===== config.mk =====
export PLATFORM = sky130hd
export DESIGN_NAME = rr_mux_arbiter
export DESIGN_NICKNAME = d
export VERILOG_FILES = /design/src/rtl/rr_arb_pkg.sv /design/src/rtl/mux_8to1_w.sv /design/src/rtl/rr_mux_arbiter.sv
export SDC_FILE = /design/constraint.sdc
export NUM_CORES = 1
export LEC_CHECK = 0
export BUFFER_PORTS_ARGS = -buffer_cell sky130_fd_sc_hd__buf_2
export CORE_ASPECT_RATIO = 0.7
export CORE_MARGIN = 3
export CORE_UTILIZATION = 45
export DETAILED_ROUTE_END_ITERATION = 10
export GPL_ROUTABILITY_DRIVEN = 0
export GPL_TIMING_DRIVEN = 1
export MAX_ROUTING_LAYER = met4
export PLACE_DENSITY = 0.78
export SKIP_CTS_REPAIR_TIMING = 1
export SYNTH_ARGS = -nofsm -noshare
export SYNTH_HDL_FRONTEND = slang
export SYNTH_SLANG_ARGS = --single-unit

===== constraint.sdc =====
create_clock -name clk -period 4.4 [get_ports clk]
set_input_delay 0.22 -clock clk [delete_from_list [all_inputs] [get_ports clk]]
set_output_delay 0.22 -clock clk [all_outputs]
set_load 0.02 [all_outputs]

===== src/rtl/rr_arb_pkg.sv =====
// Shared types and sizes for the round-robin mux arbiter.
// Requester count, select width and arbiter state encoding.
package rr_arb_pkg;

  localparam int N_REQ = 8;
  localparam int SEL_W = 3;

  typedef enum logic {
    ST_IDLE = 1'b0,
    ST_BUSY = 1'b1
  } state_e;

endpackage


===== src/rtl/mux_8to1_w.sv =====
// Parameterised-width 8:1 data select.
// Pure datapath; select comes from the arbiter's registered sel.
module mux_8to1_w
  import rr_arb_pkg::*;
#(
  parameter int WIDTH = 4
) (
  input  logic [N_REQ*WIDTH-1:0] data_i,
  input  logic [SEL_W-1:0]       sel_i,
  output logic [WIDTH-1:0]       data_o
);

  // Slice out the lane addressed by sel_i.
  always_comb begin
    data_o = data_i[sel_i*WIDTH +: WIDTH];
  end

endmodule


===== src/rtl/rr_mux_arbiter.sv =====
// Round-robin arbiter sharing one WIDTH-bit channel among 8 requesters.
// Registered sel/gnt, bounded bursts, rotating priority pointer.
module rr_mux_arbiter
  import rr_arb_pkg::*;
#(
  parameter int WIDTH    = 4,
  parameter int HOLD_MAX = 4
) (
  input  logic                   clk,
  input  logic                   rst,
  input  logic [N_REQ-1:0]       req,
  input  logic [N_REQ-1:0]       last,
  input  logic [N_REQ*WIDTH-1:0] data_in,
  input  logic                   out_ready,
  output logic [N_REQ-1:0]       gnt,
  output logic [SEL_W-1:0]       sel,
  output logic                   out_valid,
  output logic [WIDTH-1:0]       out_data,
  output logic                   out_last
);

  state_e           state_q, state_d;
  logic [SEL_W-1:0] ptr_q, ptr_d;
  logic [SEL_W-1:0] sel_q, sel_d;
  logic [N_REQ-1:0] gnt_q, gnt_d;
  logic [3:0]       cnt_q, cnt_d;
  logic             xfer;
  logic             at_max;
  logic [SEL_W-1:0] pick;

  // First set request scanning from ptr upward, wrapping mod 8.
  function automatic logic [SEL_W-1:0] rr_pick(
    input logic [N_REQ-1:0] r,
    input logic [SEL_W-1:0] p
  );
    logic [SEL_W-1:0] idx;
    logic             found;
    rr_pick = p;
    found   = 1'b0;
    for (int i = 0; i < N_REQ; i++) begin
      idx = p + SEL_W'(i);
      if (!found && r[idx]) begin
        rr_pick = idx;
        found   = 1'b1;
      end
    end
  endfunction

  // Output handshake for the granted lane only.
  always_comb begin
    out_valid = (state_q == ST_BUSY) & gnt_q[sel_q] & req[sel_q];
    out_last  = out_valid & last[sel_q];
    xfer      = out_valid & out_ready;
    at_max    = (cnt_q == 4'(HOLD_MAX - 1));
    pick      = rr_pick(req, ptr_q);
  end

  // Next-state: grant in IDLE, count beats and release in BUSY.
  always_comb begin
    state_d = state_q;
    ptr_d   = ptr_q;
    sel_d   = sel_q;
    gnt_d   = gnt_q;
    cnt_d   = cnt_q;
    unique case (state_q)
      ST_IDLE: begin
        if (|req) begin
          sel_d       = pick;
          gnt_d       = '0;
          gnt_d[pick] = 1'b1;
          cnt_d       = '0;
          state_d     = ST_BUSY;
        end
      end
      ST_BUSY: begin
        if (xfer) begin
          cnt_d = cnt_q + 4'd1;
          if (last[sel_q] || at_max) begin
            gnt_d   = '0;
            ptr_d   = sel_q + 3'd1;
            state_d = ST_IDLE;
          end
        end else if (!req[sel_q]) begin
          gnt_d   = '0;
          ptr_d   = sel_q + 3'd1;
          state_d = ST_IDLE;
        end
      end
      default: state_d = ST_IDLE;
    endcase
  end

  // State registers with asynchronous reset.
  always_ff @(posedge clk or posedge rst) begin
    if (rst) begin
      state_q <= ST_IDLE;
      ptr_q   <= '0;
      sel_q   <= '0;
      gnt_q   <= '0;
      cnt_q   <= '0;
    end else begin
      state_q <= state_d;
      ptr_q   <= ptr_d;
      sel_q   <= sel_d;
      gnt_q   <= gnt_d;
      cnt_q   <= cnt_d;
    end
  end

  assign gnt = gnt_q;
  assign sel = sel_q;

  mux_8to1_w #(
    .WIDTH(WIDTH)
  ) u_mux (
    .data_i(data_in),
    .sel_i (sel_q),
    .data_o(out_data)
  );

endmodule


==> results.py <==
metrics = {
    "worst_setup_path": {
        "critPathCaptureType": "flip-flop",
        "required_ps": 4540,
        "cp_slowest_cell": "ha_1",
        "path_max_fanout": 11,
        "cp_slowest_stage_delay_ps": 580,
        "crit_arrival_ps": 3520,
        "start_kind": "flip-flop",
        "critical_path_class": "reg2reg",
        "crit_chain": "inv_1, ha_1, mux2i_1, mux4_2, o22ai_1, a211oi_1, a221oi_2, a31oi_1, a21bo_1, mux2_2",
    },
    "floorplanning": {
        "start_util_pct": 49.0,
        "dieArea_mm2": 0.00585,
        "core.rowCount": 20,
        "die_w_um": 90.2,
        "die_h_um": 64.9,
        "boundaryPins": 68,
        "core_mm2": 0.00455,
    },
    "run": {
        "maxCapViolations": 0,
    },
    "synthesis": {
        "synth_cell_type_count": 52,
        "yosys_warnings": 0,
        "synth_area_mm2": 0.00223,
        "synth_flop_cell": "dfrtp_1",
        "ys_ff_latch": 19,
        "async_flop_share_pct": 100,
        "synth_area_per_cell_um2": 10.8,
        "synth_cells": 206,
        "ys_seq_area_share_pct": 21.3,
        "syn_nets": 261,
        "synth_edf_count": 0,
    },
    "sta": {
        "slew_headroom_pct": 47.0,
        "layout_min_cycle_time_ps": 3370,
        "tightestPinTransition_ps": 786,
        "hold_viol": 0,
        "min_period_over_period_pct": 76.7,
        "final_max_slew_viol_count": 0,
        "worst_slack_ps": 1030,
        "finalSetupViolCount": 0,
        "finClkSkew_ps": 7.52,
        "max_freq_ghz": 0.296,
        "rsz0062_at_grt": "false",
        "tns_ps": 0,
        "timing.hold.ws_ps": 74.8,
    },
    "layout": {
        "area_growth_pct": 18.6,
        "drive_above_1_share_pct": 44.9,
        "utilization_pct": 58.1,
        "nFillCells": 387,
        "nNetsFinal": 323,
        "insertedDiodeCount": 0,
    },
    "place": {
        "dp_hpwl_um": 4580,
        "dp_slack_ps": 1100,
        "io_buffers": 67,
    },
    "grt": {
        "antenna_found_initial": 0,
        "grt_pass1_vias": 2002,
        "grt_max_degree": 20,
        "grt_use_total_pct": 21.4,
        "grt_overflow_total": 0,
        "grt_pass1_wl_um": 9890,
    },
    "clocking": {
        "cts_buffers": 3,
        "clkLatencyLatePin_ps": 260,
        "cts.htree.levels": 1,
        "cts_tree": "done",
        "clk_pin_slew_ps": 80,
        "clk_root_buffer_cell": "clkbuf_8",
        "clk_path_buf_depth": 2,
        "cts.sinks": 19,
    },
    "detailed_routing": {
        "dr_total_vias": 2048,
        "ant_nets": 0,
        "drc": 0,
        "via_per_inst": 6.15,
        "wl_per_cell_um": 17.6,
        "drtPass1Iterations": 4,
        "drt_iter0_drc": 198,
        "routed_wl_um": 5870,
    },
    "min_path": {
        "min_path_type": "in2async",
    },
    "run_status": {
        "status": "completed",
    },
    "power_and_ir_drop": {
        "p_leak_uw": 0.00115,
        "p_total_uw": 2330,
        "ir_worst_vdd_uv": 405,
        "p_per_area_mw_per_mm2": 882,
    },
}
where the power goes:
group	leakage, uW	switching (uW)	internal (uW)	total, uW
clock network	0.0000255	60.4	63.0	123
registers	0.000247	90.1	229	319
logic	0.000879	1050	844	1890
total	0.00115	1200	1140	2330
registers in the layout, summed over array words and instances (netlist names):
name and cells:
ptr_q 3, cnt_q 4, gnt 8, sel 3, state_q 1
final cells by class:
type	instances	area, um^2	share of cell area (%)
Multi-Input combinational cell	167	1650	62.5
Clock buffer	3	41.3	1.56
Inverter	6	22.5	0.851
Timing Repair Buffer	71	365	13.8
Tap cell	66	82.6	3.12
Sequential cell	19	475	18.0
Clock inverter	1	5.00	0.189
cell usage in the layout (no fill, tap or decap), types with 4 or more instances in the layout:
master | Yosys | final
buf_2 | 4 | 67
mux4_2 | 25 | 25
nand2_1 | 22 | 22
dfrtp_1 | 19 | 19
mux2i_1 | 13 | 13
nand3_1 | 12 | 12
mux2_2 | 9 | 9
o21ai_0 | 8 | 8
nor2_1 | 6 | 6
a21oi_1 | 6 | 6
inv_1 | 6 | 6
o22ai_1 | 4 | 4
a32o_1 | 4 | 4
ha_1 | 4 | 4
buf_4 | 0 | 4
metrics by stage:
step,std cells,instance area [um^2]
CTS,333,2650
detailed placement,329,2600
floorplan,206,2230
finish,333,2650
global placement,329,2600
global route,333,2650
path summary, 6_finish.rpt:
path | from | slack [ps] | to | cells after the start
worst max-delay path | ptr_q[1] | 1030 | sel[1] | 10
worst min-delay path | rst | 70 | ptr_q[1] | 2
worst max register to register | ptr_q[1] | 1030 | sel[1] | 10
worst min register to register | cnt_q[0] | 530 | cnt_q[0] | 1
max in group asynchronous | rst | 3840 | gnt[3] | 2
min in group clk | out_ready | 320 | cnt_q[2] | 4
cells by family after synthesis:
family | after synthesis | synth area share, %
AOI/OAI and AO/OA | 46 | 16.5
adders and majority gates | 4 | 2.24
buffers and inverters | 20 | 4.60
DFF | 19 | 21.3
muxes | 50 | 38.2
and+or+nand+nor | 61 | 14.0
xor gates and xnor gates | 6 | 3.20
cells in the mapped netlist (3+ instances only):
library cell | number | area (um^2)
mux4_2 | 25 | 563
nand2_1 | 22 | 82.6
dfrtp_1 | 19 | 475
mux2i_1 | 13 | 130
nand3_1 | 12 | 60.1
mux2_2 | 9 | 101
o21ai_0 | 8 | 40.0
a21oi_1 | 6 | 30.0
inv_1 | 6 | 22.5
nor2_1 | 6 | 22.5
a32o_1 | 4 | 40.0
buf_2 | 4 | 20.0
clkbuf_1 | 4 | 15.0
ha_1 | 4 | 50.1
o22ai_1 | 4 | 25.0
a31oi_1 | 3 | 18.8
buf_1 | 3 | 11.3
buf_6 | 3 | 33.8
nand2b_1 | 3 | 18.8
nor2b_1 | 3 | 18.8
nor3b_1 | 3 | 22.5
xor2_1 | 3 | 26.3
worst max-delay path, delay by kind of cell (launching register included):
kind	cells	cell delay, ps
buffers and inverters	1	100
AO/OA/AOI/OAI	5	1130
adder cells (fa/ha/maj)	1	580
flip-flops	1	360
multiplexers	3	1090
layer usage:
layer  wire length, um  part of all wire, %  up-vias  track usage (%)
li1                  -                    -      946                -
met1              2520                   43      974             29.9
met2              2760                   47      122             31.7
met3               539                  9.2        6             5.34
met4                51                 0.87        0             4.77
met5                 0                    0        -                -
No activity file was read; power rests on OpenSTA's default activity.
